$ cat src/rtl/cla_nibble_serial_adder_if.sv
// ---------------------------------------------------------------------------
// cla_nibble_serial_adder_if
//   Bundles the start/done handshake, the operands and the result of the
//   nibble-serial adder.
//   master : drives start, A, B, Cin; observes busy, done, Sum, Cout, Ovf
//   slave  : the adder itself (opposite directions)
// ---------------------------------------------------------------------------
interface cla_nibble_serial_adder_if #(
    parameter int WIDTH = 16
);
    logic             start;
    logic [WIDTH-1:0] A;
    logic [WIDTH-1:0] B;
    logic             Cin;
    logic             busy;
    logic             done;
    logic [WIDTH-1:0] Sum;
    logic             Cout;
    logic             Ovf;

    modport master (
        output start, A, B, Cin,
        input  busy, done, Sum, Cout, Ovf
    );

    modport slave (
        input  start, A, B, Cin,
        output busy, done, Sum, Cout, Ovf
    );
endinterface

$ cat src/rtl/cla_nibble_serial_adder.sv
// ---------------------------------------------------------------------------
// cla_nibble_serial_adder
//   Multi-cycle WIDTH-bit adder computing A + B + Cin through a single 4-bit
//   carry-lookahead slice, one nibble per clock, LSB nibble first. The slice
//   carry is registered between nibbles. Sum/Cout/Ovf are updated only when
//   the last nibble completes and hold until the next completion or reset.
//
//   Ports
//     clk    : clock, rising edge
//     rst_n  : synchronous active-low reset
//     bus    : slave side of cla_nibble_serial_adder_if
//              start/A/B/Cin in, busy/done/Sum/Cout/Ovf out
// ---------------------------------------------------------------------------
module cla_nibble_serial_adder #(
    parameter int WIDTH = 16
) (
    input  logic                        clk,
    input  logic                        rst_n,
    cla_nibble_serial_adder_if.slave    bus
);

    localparam int NSL   = WIDTH / 4;
    localparam int IDX_W = (NSL > 1) ? $clog2(NSL) : 1;
    localparam logic [IDX_W-1:0] LAST_IDX = IDX_W'(NSL - 1);

    typedef enum logic [1:0] {
        ST_IDLE = 2'd0,
        ST_RUN  = 2'd1,
        ST_DONE = 2'd2
    } state_t;

    // 4-bit lookahead slice; returns {c4, c3, s[3:0]}.
    // c3 is the carry into bit 3 and feeds the overflow detection.
    function automatic logic [5:0] cla_slice(
        input logic [3:0] a,
        input logic [3:0] b,
        input logic       cin
    );
        logic [3:0] p;
        logic [3:0] g;
        logic       c1;
        logic       c2;
        logic       c3;
        logic       c4;
        p  = a ^ b;
        g  = a & b;
        c1 = g[0] | (p[0] & cin);
        c2 = g[1] | (p[1] & g[0]) | (p[1] & p[0] & cin);
        c3 = g[2] | (p[2] & g[1]) | (p[2] & p[1] & g[0]) | (p[2] & p[1] & p[0] & cin);
        c4 = g[3] | (p[3] & g[2]) | (p[3] & p[2] & g[1]) | (p[3] & p[2] & p[1] & g[0])
           | (p[3] & p[2] & p[1] & p[0] & cin);
        return {c4, c3, p ^ {c3, c2, c1, cin}};
    endfunction

    state_t             state_q;
    state_t             state_d;
    logic [WIDTH-1:0]   a_q;
    logic [WIDTH-1:0]   b_q;
    logic [WIDTH-1:0]   acc_q;
    logic [WIDTH-1:0]   acc_d;
    logic               carry_q;
    logic [IDX_W-1:0]   idx_q;
    logic               busy_q;
    logic               done_q;
    logic [WIDTH-1:0]   sum_q;
    logic               cout_q;
    logic               ovf_q;

    logic               accept_s;
    logic               run_s;
    logic               last_s;
    logic [IDX_W+1:0]   bit_off_s;
    logic [5:0]         slice_s;

    // State register
    always_ff @(posedge clk) begin
        if (!rst_n) begin
            state_q <= ST_IDLE;
        end else begin
            state_q <= state_d;
        end
    end

    // Next-state logic
    always_comb begin
        state_d = state_q;
        case (state_q)
            ST_IDLE: begin
                if (bus.start) state_d = ST_RUN;
                else           state_d = ST_IDLE;
            end
            ST_RUN: begin
                if (idx_q == LAST_IDX) state_d = ST_DONE;
                else                   state_d = ST_RUN;
            end
            ST_DONE: begin
                // A start in DONE is accepted immediately for back-to-back ops
                if (bus.start) state_d = ST_RUN;
                else           state_d = ST_IDLE;
            end
            default: state_d = ST_IDLE;
        endcase
    end

    // Control strobes decoded from the current state
    always_comb begin
        accept_s = 1'b0;
        run_s    = 1'b0;
        last_s   = 1'b0;
        case (state_q)
            ST_IDLE: accept_s = bus.start;
            ST_RUN: begin
                run_s  = 1'b1;
                last_s = (idx_q == LAST_IDX);
            end
            ST_DONE: accept_s = bus.start;
            default: begin
                accept_s = 1'b0;
                run_s    = 1'b0;
                last_s   = 1'b0;
            end
        endcase
    end

    // Shared CLA slice on the current nibble; accumulator with that nibble merged
    always_comb begin
        bit_off_s = {idx_q, 2'b00};
        slice_s   = cla_slice(a_q[bit_off_s +: 4], b_q[bit_off_s +: 4], carry_q);
        acc_d     = acc_q;
        acc_d[bit_off_s +: 4] = slice_s[3:0];
    end

    // Operand capture, per-nibble accumulation and result registers
    always_ff @(posedge clk) begin
        if (!rst_n) begin
            a_q     <= {WIDTH{1'b0}};
            b_q     <= {WIDTH{1'b0}};
            acc_q   <= {WIDTH{1'b0}};
            carry_q <= 1'b0;
            idx_q   <= {IDX_W{1'b0}};
            busy_q  <= 1'b0;
            done_q  <= 1'b0;
            sum_q   <= {WIDTH{1'b0}};
            cout_q  <= 1'b0;
            ovf_q   <= 1'b0;
        end else begin
            busy_q <= (state_d == ST_RUN);
            done_q <= (state_d == ST_DONE);
            if (accept_s) begin
                a_q     <= bus.A;
                b_q     <= bus.B;
                carry_q <= bus.Cin;
                idx_q   <= {IDX_W{1'b0}};
            end else if (run_s) begin
                acc_q   <= acc_d;
                carry_q <= slice_s[5];
                idx_q   <= idx_q + {{(IDX_W-1){1'b0}}, 1'b1};
                if (last_s) begin
                    // acc_d already holds the final nibble
                    sum_q  <= acc_d;
                    cout_q <= slice_s[5];
                    ovf_q  <= slice_s[4] ^ slice_s[5];
                end else begin
                    sum_q  <= sum_q;
                    cout_q <= cout_q;
                    ovf_q  <= ovf_q;
                end
            end else begin
                carry_q <= carry_q;
                idx_q   <= idx_q;
            end
        end
    end

    assign bus.busy = busy_q;
    assign bus.done = done_q;
    assign bus.Sum  = sum_q;
    assign bus.Cout = cout_q;
    assign bus.Ovf  = ovf_q;

endmodule
$ cat src/flat_wrapper.sv
// flat-port wrapper written by rule: the top's interface ports become plain ports
module cla_nibble_serial_adder_flat 
#(
    parameter int WIDTH = 16
)
  (clk, rst_n, bus_start, bus_A, bus_B, bus_Cin, bus_busy, bus_done, bus_Sum, bus_Cout, bus_Ovf);
  cla_nibble_serial_adder_if #(.WIDTH(WIDTH)) bus_i ();
  input  logic clk;
  input  logic rst_n;
  input wire logic [$bits(bus_i.start)-1:0] bus_start;
  input wire logic [$bits(bus_i.A)-1:0] bus_A;
  input wire logic [$bits(bus_i.B)-1:0] bus_B;
  input wire logic [$bits(bus_i.Cin)-1:0] bus_Cin;
  output wire logic [$bits(bus_i.busy)-1:0] bus_busy;
  output wire logic [$bits(bus_i.done)-1:0] bus_done;
  output wire logic [$bits(bus_i.Sum)-1:0] bus_Sum;
  output wire logic [$bits(bus_i.Cout)-1:0] bus_Cout;
  output wire logic [$bits(bus_i.Ovf)-1:0] bus_Ovf;
  assign bus_i.start = bus_start;
  assign bus_i.A = bus_A;
  assign bus_i.B = bus_B;
  assign bus_i.Cin = bus_Cin;
  assign bus_busy = bus_i.busy;
  assign bus_done = bus_i.done;
  assign bus_Sum = bus_i.Sum;
  assign bus_Cout = bus_i.Cout;
  assign bus_Ovf = bus_i.Ovf;
  cla_nibble_serial_adder #(.WIDTH(WIDTH)) u_core (.clk(clk), .rst_n(rst_n), .bus(bus_i));
endmodule
$ cat config.mk
export PLATFORM = sky130hd
export DESIGN_NAME = cla_nibble_serial_adder_flat
export DESIGN_NICKNAME = d
export VERILOG_FILES = /design/src/rtl/cla_nibble_serial_adder_if.sv /design/src/rtl/cla_nibble_serial_adder.sv /design/src/flat_wrapper.sv
export SDC_FILE = /design/constraint.sdc
export NUM_CORES = 1
export LEC_CHECK = 0
export ABC_AREA = 1
export ABC_CLOCK_PERIOD_IN_PS = 2530
export CAP_MARGIN = 0
export CORE_MARGIN = 10
export CORE_UTILIZATION = 39
export CTS_CLUSTER_SIZE = 30
export DETAILED_ROUTE_END_ITERATION = 16
export SLEW_MARGIN = 20
export SYNTH_ARGS = -nofsm -noshare
export SYNTH_HDL_FRONTEND = slang
export SYNTH_SLANG_ARGS = --single-unit
$ cat constraint.sdc
create_clock -name clk -period 2.53 [get_ports clk]
set_input_delay 0.6325 -clock clk [delete_from_list [all_inputs] [get_ports clk]]
set_output_delay 0.6325 -clock clk [all_outputs]
set_load 0.05 [all_outputs]
==> impl_metrics.csv, run 1 <==
group,metric,value,unit
outcome,status,"finished clean",
routing,wl_met1,3.96,mm
layout,final_nets,530,
yosys,postSynthAreaPerCell,7.35,um^2
min_path,hold_path_class,"flip-flop to flip-flop",
routing,wl_met3,511,um
floorplanning,die_h,110,um
place,place_inst,569,
power,powerDensity,635,mW/mm^2
routing,wl_met2,3.52,mm
place,port-buffer-count,55,
setup_path,arrival,2610,ps
yosys,yosysWarnings,0,
layout,mostFrequentLayoutCell,"nor2_1",
timing,fin_tns_setup,0,ps
floorplanning,die_area,0.0120,mm^2
timing,drv_slew,0,
timing,hold_viol,0,
setup_path,end_kind,"flip-flop",
yosys,synth_seq_area_share,0.441,
clocking,clk-insertion-delay-late,350,ps
timing,period_share,0.920,
setup_path,rr_worst_depth,15,
timing,fin_skew,9.97,ps
setup_path,r2r_start,"u_core.idx_q[0]",
setup_path,r2r_slack,200,ps
global_route,grt_max_degree,35,
setup_path,critPathKind,"flip-flop to flip-flop",
layout,insertedDiodeCount,0,
setup_path,path_cells,"clkinvlp_4 -> buf_4 -> nor2_1 -> o22ai_1 -> ha_1 -> nand3_1 -> nand3_1 -> nand2_1 -> nand2_1 -> nand2_1 -> nor2_2 -> nand2_1 -> nand2_1 -> nand2_1 -> a21oi_2",
layout,final_area,0.00403,mm^2
routing,firstDrtPassIters,4,
routing,totalWireLength,8.12,mm
floorplanning,core,0.00777,mm^2
setup_path,cpLargestDelayFamily,"simple AND/OR/NAND/NOR gates",
place,gp_congestion,0.867,
routing,avgRoutedWirePerCell,13.8,um
power,ir_drop,261,uV
routing,via_per_inst,4.86,
layout,drive_above_1_share,0.0963,
run,drv_cap,0,
global_route,first_global_vias,2828,
timing,rsz0062_at_grt,"false",
layout,final_cell_mix,"nor2_1 (87), dfxtp_1 (68), o21ai_0 (66)",
floorplanning,rows,32,
setup_path,setup.worst_path.end,"u_core.acc_q[6]",
setup_path,slowest_stage,"dfxtp_1",
timing,max_freq,430,MHz
routing,drt_iter0_markers,148,
setup_path,start_kind,"flip-flop",
routing,drc_errors,0,
power,leakagePower,1.71,nW
global_route,antenna_found_initial,0,
clocking,clockBufferDepth,2,
place,placed_area,0.00377,mm^2
routing,ant_nets,0,
timing,slew-limit-headroom,0.658,
setup_path,path_depth,15,
yosys,netlist_instances,426,
yosys,synth_cell_type_count,31,
setup_path,path_buf_inv,2,
setup_path,required,2810,ps
clocking,tritoncts,"done",
setup_path,critPathMaxFanout,14,
clocking,numCtsBuffers,9,
clocking,root_buffer,"clkbuf_8",
floorplanning,io_pins,56,
setup_path,slowest_delay,380,ps
place,hpwl,5.64,mm
clocking,htreeDepth,3,
global_route,grt_usage,0.142,
clocking,clk_pin_slew,70,ps
setup_path,r2r_end,"u_core.acc_q[6]",
clocking,clock_sinks,69,
setup_path,cpMostUsedCell,"nand2_1",
timing,tightestPinTransition,512,ps
layout,fin_cells,590,
routing,top_layer,"met4",
yosys,ys_seq_elements,69,
timing,setup_viol,0,
routing,vias,2866,
yosys,syn_nets,473,
setup_path,crit_start,"u_core.idx_q[0]",
global_route,overflow,0,
yosys,synth_area,0.00313,mm^2
timing,layout_min_cycle_time,2330,ps
layout,area_growth,28.6,%
global_route,grt_pass1_wl,13.7,mm
floorplanning,die_x,110,um
floorplanning,initial_core_util,0.403,
clocking,cts_hold_buf,0,
[logic make-up (layout without fill, tap and decap cells)]
| logic type | after synthesis | count (layout) | share of synthesized area |
|---|---|---|---|
| flops | 69 | 69 | 0.441 |
| compound gates | 118 | 118 | 0.208 |
| xor+xnor | 2 | 2 | 0.00559 |
| fa+ha+maj | 11 | 11 | 0.0463 |
| buf+inv | 66 | 128 | 0.0863 |
| simple gates | 160 | 160 | 0.213 |
[how the worst min path moves through the flow]
stage	slack, ps	from	end	cells after the start
floorplan	440	u_core.acc_q[4]	u_core.acc_q[4]	2
global placement	450	u_core.acc_q[10]	u_core.acc_q[10]	2
detailed placement	460	u_core.acc_q[7]	u_core.acc_q[7]	2
CTS	470	u_core.bus.Sum[12]	u_core.bus.Sum[12]	2
global route	490	u_core.acc_q[5]	u_core.acc_q[5]	2
finish	470	u_core.acc_q[7]	u_core.acc_q[7]	2
[metrics by stage]
stage	utilization	power (mW)	setup slack [ps]	hold slack [ps]
2_1_floorplan	-	1.49	312	444
3_3_place_gp	0.486	1.63	309	452
3_5_place_dp	0.486	1.63	253	460
4_1_cts	0.513	2.57	175	471
5_1_grt	0.519	2.69	6.90	493
6_report	0.519	2.56	202	470
[worst register-to-register path, cell delays in order, from the launching register on]
cell        delay (ps)
dfxtp_1            380
clkinvlp_4         240
buf_4              210
nor2_1              80
o22ai_1            110
ha_1               380
nand3_1            130
nand3_1            100
nand2_1             60
nand2_1             70
nand2_1             90
nor2_2             120
nand2_1             60
nand2_1             80
nand2_1             70
a21oi_2            120
[metal layers]
metal  global-route usage  up-vias
li1                     -     1503
met1                0.186     1283
met2                0.214       66
met3               0.0421       14
met4               0.0567        0
met5                    0        -
[report_power, final]
group | internal [mW] | switching, mW | leakage (nW) | total [mW]
Clock | 0.535 | 0.406 | 0.106 | 0.941
Combinational | 0.180 | 0.260 | 1.04 | 0.440
Sequential | 1.14 | 0.0344 | 0.566 | 1.18
[sequential cells by signal, summed over array words and instances, names as in the netlist, 2 cells and up]
| register | count |
|---|---|
| u_core.state_q | 2 |
| u_core.a_q | 16 |
| u_core.idx_q | 2 |
| u_core.b_q | 16 |
| u_core.bus.Sum | 16 |
| u_core.acc_q | 12 |
[timing repair]
action                     4_1_cts  5_1_grt
buffers inserted                 0        4
setup endpoints to repair        0       10
gates resized for setup          0        4
[synth_stat cells (all sizes together)]
master | n | area, um^2
nor2 | 90 | 355
o21ai | 73 | 373
dfxtp | 69 | 1380
nand2 | 51 | 196
inv | 42 | 158
a21oi | 21 | 113
buf | 14 | 75.1
nand3 | 12 | 65.1
clkbuf | 10 | 37.5
ha | 10 | 125
o22ai | 10 | 62.6
o21bai | 9 | 67.6
nand4 | 5 | 31.3
o211ai | 3 | 22.5
a31oi | 1 | 6.26
fa | 1 | 20.0
nor4 | 1 | 12.5
o21a | 1 | 7.51
or2 | 1 | 6.26
xnor2 | 1 | 8.76
xor2 | 1 | 8.76
[final cells by class]
| type | count | area (um^2) |
|---|---|---|
| Sequential cell | 69 | 1380 |
| Inverter | 42 | 165 |
| Fill cell | 790 | 3740 |
| Timing Repair inverter | 1 | 5.00 |
| Clock inverter | 3 | 42.5 |
| Timing Repair Buffer | 69 | 656 |
| Multi-Input combinational cell | 291 | 1480 |
| Clock buffer | 13 | 169 |
| Tap cell | 102 | 128 |
Note: power is estimated with default switching activity, not from simulation.
==> run 2: changes to the inputs <==
--- a/config.mk
+++ b/config.mk
@@ -12,7 +12,8 @@
 export CORE_UTILIZATION = 39
 export CTS_CLUSTER_SIZE = 30
 export DETAILED_ROUTE_END_ITERATION = 16
-export SLEW_MARGIN = 20
+export DONT_BUFFER_PORTS = 1
+export SLEW_MARGIN = 25
 export SYNTH_ARGS = -nofsm -noshare
 export SYNTH_HDL_FRONTEND = slang
 export SYNTH_SLANG_ARGS = --single-unit
==> run 2 against run 1 <==
Compared with the run above:
- register-to-register slack lost 20 ps
- maximum frequency is 1.0% lower
- sequential cell count stayed put
- clock skew fell by 2.5 ps
- critical path depth shrank 1
- combinational power is 17% lower
- via count shrank 7.3%
- worst hold slack got worse by 44 ps
- wire length decreased by 5.5%
- non-clock buffer count down 57
- largest power group unchanged
- highest routed layer unchanged
==> impl_metrics.csv, run 2 (synthesized netlist as in run 1, its figures left out) <==
group,metric,value,unit
outcome,status,"finished clean",
min_path,min-delay-start,"rst_n",
power,p_comb_frac,0.149,
run,drv_cap,0,
routing,vias,2657,
global_route,grt_max_degree,50,
routing,firstDrtPassIters,4,
power,p_switching,0.678,mW
floorplanning,die_x,110,um
power,leakagePower,1.49,nW
timing,whs,426,ps
timing,fin_skew,7.48,ps
floorplanning,io_pins,56,
timing,period_share,0.930,
power,p_sw_frac,0.276,
place,gp_congestion,0.903,
floorplanning,die_h,110,um
place,placed_area,0.00321,mm^2
routing,totalWireLength,7.68,mm
timing,layout_min_cycle_time,2350,ps
layout,postLayoutCoreUtil,0.445,
setup_path,r2r_start,"u_core.idx_q[0]",
layout,final_nets,473,
power,p_int,1.78,mW
timing,drv_slew,0,
routing,avgRoutedWirePerCell,14.4,um
routing,drt_iter0_markers,163,
floorplanning,core,0.00777,mm^2
layout,drive_above_1_share,0.105,
timing,tightestPinTransition,586,ps
global_route,grt_usage,0.131,
layout,area_growth,10.4,%
floorplanning,initial_core_util,0.403,
setup_path,start_kind,"flip-flop",
clocking,clk_pin_slew,70,ps
routing,ant_nets,0,
clocking,root_buffer,"clkbuf_8",
power,powerDensity,710,mW/mm^2
clocking,clk-insertion-delay-late,340,ps
setup_path,arrival,2590,ps
routing,via_per_inst,4.99,
global_route,grt_pass1_wl,12.4,mm
timing,hold_viol,0,
setup_path,end_kind,"flip-flop",
global_route,overflow,0,
layout,mostFrequentLayoutCell,"nor2_1",
min_path,hold_path_class,"primary input to flip-flop",
power,ir_drop,266,uV
floorplanning,rows,32,
place,port-buffer-count,0,
clocking,clock_sinks,69,
place,hpwl,5.50,mm
setup_path,crit_start,"u_core.idx_q[0]",
layout,final_cell_mix,"nor2_1 (87), dfxtp_1 (68), o21ai_0 (67)",
setup_path,critPathMaxFanout,8,
power,seqPwrFrac,0.483,
routing,drc_errors,0,
global_route,antenna_found_initial,0,
clocking,numCtsBuffers,9,
setup_path,critPathKind,"flip-flop to flip-flop",
floorplanning,die_area,0.0120,mm^2
timing,max_freq,425,MHz
clocking,htreeDepth,3,
global_route,first_global_vias,2529,
timing,setup_viol,0,
clocking,clockBufferDepth,2,
layout,final_area,0.00346,mm^2
setup_path,required,2770,ps
clocking,tritoncts,"done",
timing,slew-limit-headroom,0.609,
power,clockPowerShare,0.367,
clocking,cts_hold_buf,0,
layout,insertedDiodeCount,0,
run 2: cell count changes in the layout (fill, tap and decap cells not counted), sizes merged:
| cell | delta |
|---|---|
| clkdlybuf4s50 | -55 |
| buf | -2 |
| clkbuf | -1 |
| clkinv | -1 |
| inv | +1 |
run 2: path summary, 6_finish.rpt:
check,endpoint,slack (ps),cells after the start
max,u_core.bus.Sum[7],180,14
min,u_core.a_q[15],430,2
max reg2reg,u_core.bus.Sum[7],180,14
min reg2reg,u_core.acc_q[7],470,2
run 2: layout make-up:
class,count,area (um^2)
clock buffers,12,155
clock inverters,3,45.0
fillers,823,4310
inverters,42,161
multi-input cells,291,1490
flip-flops and latches,69,1380
well taps,102,128
repair buffers,12,91.3
repair inverters,1,7.51
run 2: stage by stage:
stage	std cells	worst slack [ps]	power, mW	setup TNS, ps
after global routing	532	-0.574	2.59	-0.574
after detailed placement	512	209	1.57	0
after floorplan	426	312	1.49	0
after CTS	527	182	2.46	0
after global placement	512	326	1.56	0
final	532	178	2.46	0
run 2: routing by layer:
metal  global-route usage  up-vias  routed length (um)
met4               0.0604        0                 148
met1                0.170     1189                3730
li1                     -     1384                   -
met5                    0        -                   0
met3               0.0509       13                 628
met2                0.186       71                3170
run 2: power groups by stage:
stage | Clock, mW | Combinational (mW) | Sequential [mW]
6_report | 0.902 | 0.367 | 1.19
5_1_grt | 0.975 | 0.422 | 1.19
4_1_cts | 0.923 | 0.359 | 1.18
3_5_place_dp | 0 | 0.357 | 1.21
3_3_place_gp | 0 | 0.349 | 1.21
2_1_floorplan | 0 | 0.291 | 1.20
run 2: critical path, cell delays in order (launching register included):
cell	delay, ps
dfxtp_2	410
clkinvlp_4	170
buf_2	200
nor2_1	100
o22ai_1	100
ha_1	340
or2_0	240
nand2_1	100
nand2_2	80
nand2_1	80
nand2_2	70
nand4_1	90
nand2_1	90
o21bai_1	140
inv_1	50
run 2: timing repair:
item,4_1_cts,5_1_grt
endpoints found under the setup margin,0,8
buffers inserted,0,4
gates resized for setup,0,6
==> run 3: changes to the inputs <==
--- a/config.mk
+++ b/config.mk
@@ -13,6 +13,7 @@
 export CTS_CLUSTER_SIZE = 30
 export DETAILED_ROUTE_END_ITERATION = 16
 export DONT_BUFFER_PORTS = 1
+export PLACE_DENSITY = 0.65
 export SLEW_MARGIN = 25
 export SYNTH_ARGS = -nofsm -noshare
 export SYNTH_HDL_FRONTEND = slang
==> run 3 against run 2 <==
Compared with the run above:
- sequential share of layout area increased by 0.19 points
- worst hold slack got worse by 3.6 ps
- first-iteration DRC count decreased by 9.8%
- combinational power about the same
- non-clock buffer count decreased by 2
- largest power group unchanged
- via count increased by 0.60%
- utilization decreased by 0.21 points
- wire length decreased by 2.1%
==> impl_metrics.csv, run 3 (synthesized netlist as in run 1, its figures left out) <==
group,metric,value,unit
outcome,status,"finished clean",
setup_path,required,2810,ps
clocking,tritoncts,"done",
place,place_inst,510,
floorplanning,rows,32,
layout,final_cell_mix,"nor2_1 (87), dfxtp_1 (68), o21ai_0 (66)",
global_route,grt_max_degree,50,
clocking,cts_hold_buf,0,
global_route,grt_pass1_wl,12.2,mm
layout,drive_above_1_share,0.103,
power,leakagePower,1.48,nW
timing,whs,422,ps
layout,area_growth,9.86,%
floorplanning,initial_core_util,0.403,
timing,fin_skew,9.81,ps
layout,mostFrequentLayoutCell,"nor2_1",
layout,multiInputGateArea,0.00150,mm^2
clocking,clk_pin_slew,80,ps
setup_path,slowest_delay,420,ps
setup_path,path_buf_inv,2,
setup_path,start_kind,"flip-flop",
floorplanning,die_x,110,um
global_route,antenna_found_initial,0,
min_path,hold_path_class,"primary input to flip-flop",
setup_path,cpLargestDelayFamily,"simple AND/OR/NAND/NOR gates",
layout,seqCellArea,0.00138,mm^2
layout,nFillCells,806,
layout,final_nets,471,
clocking,numCtsBuffers,9,
floorplanning,die_h,110,um
layout,final_area,0.00344,mm^2
timing,layout_min_cycle_time,2280,ps
setup_path,path_cells,"clkinvlp_4 -> buf_4 -> nor2_1 -> o22ai_1 -> ha_1 -> nand3_1 -> nand3_1 -> nand2_1 -> nand2_1 -> nand2_1 -> nor2_2 -> nand2_1 -> nand2_1 -> nand2_1 -> a21oi_2",
layout,fin_cells,531,
place,hpwl,5.35,mm
timing,rsz0062_at_grt,"false",
timing,tightestPinTransition,960,ps
setup_path,end_kind,"flip-flop",
timing,period_share,0.901,
setup_path,critPathMaxFanout,8,
routing,drt_iter0_markers,147,
routing,ant_nets,0,
place,placed_area,0.00319,mm^2
floorplanning,die_area,0.0120,mm^2
clocking,clockBufferDepth,2,
place,port-buffer-count,0,
global_route,grt_usage,0.128,
clocking,htreeDepth,3,
clocking,root_buffer,"clkbuf_8",
routing,avgRoutedWirePerCell,14.2,um
floorplanning,io_pins,56,
power,powerDensity,705,mW/mm^2
layout,insertedDiodeCount,0,
power,ir_drop,255,uV
timing,fin_tns_setup,0,ps
global_route,overflow,0,
clocking,clk-insertion-delay-late,350,ps
routing,via_per_inst,5.03,
timing,hold_viol,0,
place,gp_congestion,0.884,
routing,firstDrtPassIters,4,
setup_path,arrival,2560,ps
timing,setup_viol,0,
clocking,clock_sinks,69,
setup_path,critPathKind,"flip-flop to flip-flop",
timing,max_freq,439,MHz
routing,vias,2673,
routing,totalWireLength,7.51,mm
routing,drc_errors,0,
run,drv_cap,0,
setup_path,slowest_stage,"ha_1",
setup_path,cpMostUsedCell,"nand2_1",
global_route,first_global_vias,2521,
floorplanning,core,0.00777,mm^2
timing,drv_slew,0,
timing,slew-limit-headroom,0.359,
==> run 3: where the power goes <==
group          switching [mW]  internal [mW]
clock network           0.397          0.479
logic                   0.233          0.131
registers              0.0425           1.14
total                   0.673           1.75
==> run 3: cell type report <==
class,instances,share of cell area
Clock buffer,12,0.0422
Timing Repair inverter,1,0.00218
Inverter,42,0.0469
Tap cell,102,0.0371
Clock inverter,4,0.0138
Multi-Input combinational cell,291,0.434
Timing Repair Buffer,10,0.0218
Sequential cell,69,0.402
==> run 3: layer usage <==
metal,routed length (um),vias to the layer above,GRT usage
met4,142,0,0.0697
met1,3420,1204,0.164
met3,629,12,0.0392
li1,-,1384,-
met5,0,-,0
met2,3320,73,0.188
==> run 3: what timing repair did <==
action | CTS | global route
resized for setup | 0 | 7
setup buffers | 0 | 4
setup endpoints to repair | 0 | 12
==> run 3: path summary, 6_finish.rpt <==
path                   startpoint               to  slack, ps  depth (start not counted)
hold / removal              rst_n   u_core.b_q[10]        420                          2
hold reg to reg   u_core.acc_q[9]  u_core.acc_q[9]        470                          2
setup reg to reg  u_core.idx_q[0]  u_core.acc_q[6]        250                         15
setup / recovery  u_core.idx_q[0]  u_core.acc_q[6]        250                         15
==> run 3: per-stage QoR <==
stage | power, mW | utilization | setup WS, ps
floorplan | 1.49 | - | 312
global placement | 1.55 | 0.411 | 323
detailed placement | 1.56 | 0.411 | 256
CTS | 2.44 | 0.436 | 238
global route | 2.56 | 0.443 | 0.596
finish | 2.43 | 0.443 | 250
